===== config.mk =====
export PLATFORM = sky130hd
export DESIGN_NAME = core_lsu
export DESIGN_NICKNAME = d
export VERILOG_FILES = /design/src/rtl/core_lsu.sv
export SDC_FILE = /design/constraint.sdc
export NUM_CORES = 1
export LEC_CHECK = 0
export CAP_MARGIN = 20
export CORE_MARGIN = 4
export CORE_UTILIZATION = 43
export DETAILED_ROUTE_END_ITERATION = 8
export HOLD_SLACK_MARGIN = 0.15
export PLACE_DENSITY_LB_ADDON = 0.08
export SLEW_MARGIN = 25
export SYNTH_ARGS = -nofsm -noshare
export SYNTH_HDL_FRONTEND = slang
export SYNTH_SLANG_ARGS = --single-unit

===== constraint.sdc =====
create_clock -name clk -period 1.85 [get_ports clk]
set_input_delay 0.2775 -clock clk [delete_from_list [all_inputs] [get_ports clk]]
set_output_delay 0.2775 -clock clk [all_outputs]
set_load 0.03 [all_outputs]

===== src/rtl/core_lsu.sv =====
// Load/store unit: runs decode-stage memory requests on a req/ack data bus,
// builds store byte lanes, extends load data and writes it back to the register file.
module core_lsu #(
  parameter int unsigned TIMEOUT = 16
) (
  input  logic        clk,
  input  logic        rst,
  input  logic        req_in,
  input  logic        rw_in,
  input  logic [31:0] addr_in,
  input  logic [2:0]  func3_in,
  input  logic [31:0] wdata_in,
  input  logic [4:0]  rd_in,
  output logic        stall_out,
  output logic        bus_req_out,
  output logic        bus_we_out,
  output logic [31:0] bus_addr_out,
  output logic [31:0] bus_wdata_out,
  output logic [3:0]  bus_be_out,
  input  logic        bus_ack_in,
  input  logic [31:0] bus_rdata_in,
  output logic        wb_we_out,
  output logic [4:0]  wb_addr_out,
  output logic [31:0] wb_data_out,
  output logic        misaligned_out,
  output logic        fault_out
);

  typedef enum logic [1:0] {
    S_IDLE,
    S_BUS,
    S_DONE,
    S_ERR
  } state_e;

  localparam logic [7:0] TMO = 8'(TIMEOUT);

  state_e      state_q;
  logic [7:0]  cnt_q;

  logic        op_rw_q;
  logic [2:0]  op_f3_q;
  logic [1:0]  op_off_q;
  logic [4:0]  op_rd_q;

  logic        bus_req_q;
  logic        bus_we_q;
  logic [31:0] bus_addr_q;
  logic [31:0] bus_wdata_q;
  logic [3:0]  bus_be_q;
  logic        wb_we_q;
  logic [4:0]  wb_addr_q;
  logic [31:0] wb_data_q;
  logic        misaligned_q;
  logic        fault_q;

  logic        legal;
  logic        aligned;
  logic        accept;
  logic        timeout_hit;
  logic [3:0]  bus_be_d;
  logic [31:0] bus_wdata_d;
  logic [31:0] sel;
  logic [31:0] wb_data_d;

  // Decode legality and alignment of the request presented by decode.
  always_comb begin
    legal   = 1'b0;
    aligned = 1'b1;
    if (rw_in) begin
      legal = (func3_in[2] == 1'b0) && (func3_in[1:0] != 2'b11);
    end else begin
      legal = (func3_in[1:0] != 2'b11) && (func3_in != 3'b110);
    end
    case (func3_in[1:0])
      2'b01:   aligned = ~addr_in[0];
      2'b10:   aligned = (addr_in[1:0] == 2'b00);
      default: aligned = 1'b1;
    endcase
  end

  // Store lane steering; loads always fetch the full word.
  always_comb begin
    bus_be_d    = 4'b1111;
    bus_wdata_d = '0;
    if (rw_in) begin
      case (func3_in[1:0])
        2'b00: begin
          bus_be_d    = 4'b0001 << addr_in[1:0];
          bus_wdata_d = {4{wdata_in[7:0]}};
        end
        2'b01: begin
          bus_be_d    = 4'b0011 << {addr_in[1], 1'b0};
          bus_wdata_d = {2{wdata_in[15:0]}};
        end
        default: begin
          bus_be_d    = 4'b1111;
          bus_wdata_d = wdata_in;
        end
      endcase
    end
  end

  // Load extraction works on the raw bus word, captured in the ack cycle.
  always_comb begin
    sel       = bus_rdata_in >> {op_off_q, 3'b000};
    wb_data_d = sel;
    case (op_f3_q)
      3'b000:  wb_data_d = {{24{sel[7]}}, sel[7:0]};
      3'b100:  wb_data_d = {24'h000000, sel[7:0]};
      3'b001:  wb_data_d = {{16{sel[15]}}, sel[15:0]};
      3'b101:  wb_data_d = {16'h0000, sel[15:0]};
      default: wb_data_d = sel;
    endcase
  end

  always_comb begin
    accept      = (state_q == S_IDLE) && req_in && legal && aligned;
    timeout_hit = (TMO != 8'd0) && (cnt_q == TMO - 8'd1);
    stall_out   = accept || (state_q == S_BUS);
  end

  always_ff @(posedge clk or negedge rst) begin
    if (!rst) begin
      state_q      <= S_IDLE;
      cnt_q        <= '0;
      op_rw_q      <= 1'b0;
      op_f3_q      <= '0;
      op_off_q     <= '0;
      op_rd_q      <= '0;
      bus_req_q    <= 1'b0;
      bus_we_q     <= 1'b0;
      bus_addr_q   <= '0;
      bus_wdata_q  <= '0;
      bus_be_q     <= '0;
      wb_we_q      <= 1'b0;
      wb_addr_q    <= '0;
      wb_data_q    <= '0;
      misaligned_q <= 1'b0;
      fault_q      <= 1'b0;
    end else begin
      misaligned_q <= 1'b0;
      fault_q      <= 1'b0;
      wb_we_q      <= 1'b0;
      wb_addr_q    <= '0;
      wb_data_q    <= '0;
      case (state_q)
        S_IDLE: begin
          if (req_in) begin
            if (!legal) begin
              fault_q <= 1'b1;
            end else if (!aligned) begin
              misaligned_q <= 1'b1;
            end else begin
              state_q     <= S_BUS;
              cnt_q       <= '0;
              op_rw_q     <= rw_in;
              op_f3_q     <= func3_in;
              op_off_q    <= addr_in[1:0];
              op_rd_q     <= rd_in;
              bus_req_q   <= 1'b1;
              bus_we_q    <= rw_in;
              bus_addr_q  <= {addr_in[31:2], 2'b00};
              bus_wdata_q <= bus_wdata_d;
              bus_be_q    <= bus_be_d;
            end
          end
        end
        S_BUS: begin
          // An ack arriving in the same cycle the budget runs out still completes.
          if (bus_ack_in) begin
            state_q     <= S_DONE;
            bus_req_q   <= 1'b0;
            bus_we_q    <= 1'b0;
            bus_addr_q  <= '0;
            bus_wdata_q <= '0;
            bus_be_q    <= '0;
            if (!op_rw_q && (op_rd_q != 5'd0)) begin
              wb_we_q   <= 1'b1;
              wb_addr_q <= op_rd_q;
              wb_data_q <= wb_data_d;
            end
          end else if (timeout_hit) begin
            state_q     <= S_ERR;
            fault_q     <= 1'b1;
            bus_req_q   <= 1'b0;
            bus_we_q    <= 1'b0;
            bus_addr_q  <= '0;
            bus_wdata_q <= '0;
            bus_be_q    <= '0;
          end else begin
            cnt_q <= cnt_q + 8'd1;
          end
        end
        S_DONE:  state_q <= S_IDLE;
        S_ERR:   state_q <= S_IDLE;
        default: state_q <= S_IDLE;
      endcase
    end
  end

  assign bus_req_out    = bus_req_q;
  assign bus_we_out     = bus_we_q;
  assign bus_addr_out   = bus_addr_q;
  assign bus_wdata_out  = bus_wdata_q;
  assign bus_be_out     = bus_be_q;
  assign wb_we_out      = wb_we_q;
  assign wb_addr_out    = wb_addr_q;
  assign wb_data_out    = wb_data_q;
  assign misaligned_out = misaligned_q;
  assign fault_out      = fault_q;

endmodule


==> results.cfg <==
[run_status]
status = completed

[place]
dp_hpwl_um = 16800
port_buffers = 217
place_worst_setup_slack_ps = -627
final_gp_congestion = 0.840

[logic_synthesis]
syn_area_per_cell_um2 = 9.48
synth_top_cell_area_share_pct = 44.9
syn_inst = 759
ys_top_cells_by_area = dfrtp_1, o211ai_1, a2bb2oi_1, nand3_1, nand2_1
synth-seq-area-share_pct = 44.9
yosysWarningCount = 0
yosys_most_used_dff = dfrtp_1
number_of_enable_type_register_cells_in_the_synthesized_netlist = 0
synth_cell_type_count = 55
yosysTopAreaCell = dfrtp_1
yosys_register_bits = 129
syn-cell-area_um2 = 7200
asyncSetResetFlopFracSynth_pct = 100

[route]
detail_route.drc_violations = 0
detailed_route_wl_um = 24400
first_pass_detailed_route_iteration_total = 6
dr.first_iter.drc_count = 537
detail_route.vias_per_cell = 5.87
route.antenna.remaining_nets = 0
wl_per_cell_um = 19.7
vias = 7256

[power]
power.ir.vdd_worst_mv = 0.761
p_leak_nw = 4.89
power_density_nw_per_um2 = 1220

[clock_network]
tritoncts_num_sinks = 129
cts_tree = built
worst_skew_pair.late_latency_ps = 420
htree_levels = 4
cts-root-buf = clkbuf_16
cts_buffers = 17
path_clk_slew_ps = 60
cts_max_path_buffers = 2

[cells_and_area]
filler_cell_count = 1335
nets = 1117
drive_gt1_share_pct = 16.0
antenna-diode-count = 0
finalCoreUtilization_pct = 66.3
syn_to_final_growth_pct = 51.8

[floorplanning]
dieHeight_um = 137
core_region_um2 = 16500
floorplan.die_area_um2 = 18900
die_w_um = 137
num_io_pins = 220
core.rowCount = 47
initial_core_util_pct = 43.7

[critical_path]
timing_worst_setup_path_type = flop to flop
slowest_delay_ps = 580
worstSetupStartpointType = flop
cpLargestDelayFamily = simple AND/OR/NAND/NOR gates
regToRegSetupSlack_ps = 20
crit_buf_inv = 1
worstPathCellList = or4_4 -> o211a_1 -> o2111ai_2 -> buf_4 -> a21bo_2
worst_ep_arrival_time_ps = 2140
worst-path-max-fanout = 9
cp.required_ps = 2160
critical_path.endpoint_type = flop
worst_reg2reg_startpoint = op_rd_q[2]$_DFFE_PN0P_
cell_count_of_the_worst_reg_to_reg_path = 5
critical_path.slowest_cell = or4_4
regToRegEndpoint = wb_data_out[30]$_DFF_PN0_

[min_path]
hold_end = op_f3_q[0]$_DFFE_PN0P_
hp-class = input port to flop
hold_depth = 4
hp-start = func3_in[0]

[timing]
finalHoldViolations = 0
rsz_0062_raised_after_global_routing = true
finalWorstPathRequiredPeriod_ps = 1830
timing.max_slew.rel_slack_pct = 48.3
setup_viol = 0
final_max_slew_viol_count = 0
finalCritPeriodShare_pct = 98.9
max_clock_freq_ghz = 0.546
timing_worst_slew_pin_value_ps = 776
clock_skew_ps = 7.62
setup_slack_ps = 19.6

[global_route]
grt_first_pass_wirelength_um = 38600
vias_in_the_first_global_route = 7326
grt_usage_pct = 25.8
grt_max_degree = 69
grt_overflow_total = 0
antenna_found_initial = 0

[run]
max_cap_violations = 0
metrics by stage:
step                std cells  cell area (µm²)  power (W)  hold slack (ps)  TNS [ps]
global route             1236            10900     0.0140              285      -247
CTS                      1234            10900     0.0134              263         0
detailed placement       1194            10100    0.00985              273    -47040
finish                   1236            10900     0.0134              282         0
floorplan                 760             7200    0.00731            -18.1         0
global placement         1194            10100    0.00970              273    -46370
metal layers:
layer | GRT usage, % | vias to the layer above | wire length, µm
li1 | - | 3331 | -
met1 | 35.0 | 3610 | 10700
met2 | 41.8 | 281 | 11700
met3 | 5.44 | 34 | 1670
met4 | 7.48 | 0 | 380
met5 | 0 | - | 0
worst min-delay path: cells and delay by family:
| family | cells | cell delay (ps) |
|---|---|---|
| buffers and inverters | 3 | 300 |
| AO/OA/AOI/OAI | 1 | 80 |
Yosys cell counts (all sizes together) (2+ instances only):
library cell	number
o211ai	85
ha	5
nor2b	10
o22ai	2
nor2	18
o21ai	31
nor4	2
o2111ai	2
nand3	105
clkbuf	46
a21bo	8
inv	12
nand2	79
mux2i	26
and2	20
a211oi	15
nand4	9
xor2	2
or3	2
xnor2	2
nor3b	4
dfrtp	129
a21oi	18
a221o	7
a221oi	2
mux2	8
a2bb2oi	61
buf	31
logic make-up (layout without fill, tap and decap cells):
logic type	count (synthesis)	after routing	synth area share, %
simple gates	258	258	17.9
compound gates	239	239	25.5
flops	129	129	44.9
buf+inv	89	345	5.46
mux	34	34	4.87
fa+ha+maj	5	5	0.869
xor+xnor	4	4	0.487
other cells	1	2	0.0521
layout make-up:
cell class / instances / area (µm²) / share of cell area, %
flip-flops and latches: 129 / 3230 / 29.6
clock buffers: 22 / 474 / 4.34
multi-input cells: 542 / 3680 / 33.7
clock inverters: 10 / 133 / 1.21
well taps: 220 / 275 / 2.52
repair buffers: 301 / 3090 / 28.3
inverters: 12 / 45.0 / 0.412
cell usage in the layout (no fill, tap or decap), types with 19 or more instances in the layout:
cell type / synthesis / layout
buf_4: 10 / 63
dfrtp_1: 129 / 128
o211ai_1: 85 / 85
mux2i_1: 26 / 26
and2_1: 20 / 19
a2bb2oi_1: 61 / 61
o21ai_0: 29 / 27
nand2_1: 79 / 78
nand3_1: 105 / 105
clkdlybuf4s50_1: 0 / 199
worst max-delay path by stage:
| stage | endpoint | depth (start not counted) | startpoint |
|---|---|---|---|
| detailed placement | bus_wdata_out[8]$_DFFE_PN0P_ | 11 | func3_in[0] |
| CTS | bus_be_out[1] | 1 | bus_be_out[1]$_DFFE_PN0P_ |
| floorplan | bus_wdata_out[11]$_DFFE_PN0P_ | 8 | cnt_q[0]$_DFFE_PN0P_ |
| finish | wb_data_out[30]$_DFF_PN0_ | 5 | op_rd_q[2]$_DFFE_PN0P_ |
| global route | wb_data_out[30]$_DFF_PN0_ | 5 | op_rd_q[2]$_DFFE_PN0P_ |
| global placement | op_off_q[0]$_DFFE_PN0P_ | 9 | func3_in[0] |
flip-flops by register name, indices dropped and copies added (netlist names):
signal and count:
op_rd_q 5, wb_data_out 32, wb_addr_out 5, op_off_q 2, state_q 2, op_rw_q 1, wb_we_out 1, bus_be_out 4
bus_we_out 1, cnt_q 8, bus_req_out 1, bus_wdata_out 32, misaligned_out 1, bus_addr_out 30, fault_out 1, op_f3_q 3
report_power, final:
| group | switching (W) | internal, W | total, W |
|---|---|---|---|
| registers | 0.000802 | 0.00359 | 0.00439 |
| logic | 0.00310 | 0.00244 | 0.00554 |
| clock network | 0.00123 | 0.00221 | 0.00344 |
| total | 0.00513 | 0.00825 | 0.0134 |
timing repair:
| action | CTS | global route |
|---|---|---|
| hold buffers | 1 | 0 |
| setup endpoints to repair | 86 | 68 |
| endpoints found under the hold margin | 50 | 0 |
| gates resized for setup | 26 | 17 |
| buffers inserted | 5 | 3 |
| pin swaps | 3 | 7 |
| cloned | 2 | 0 |
(Power assumes the default switching activity.)
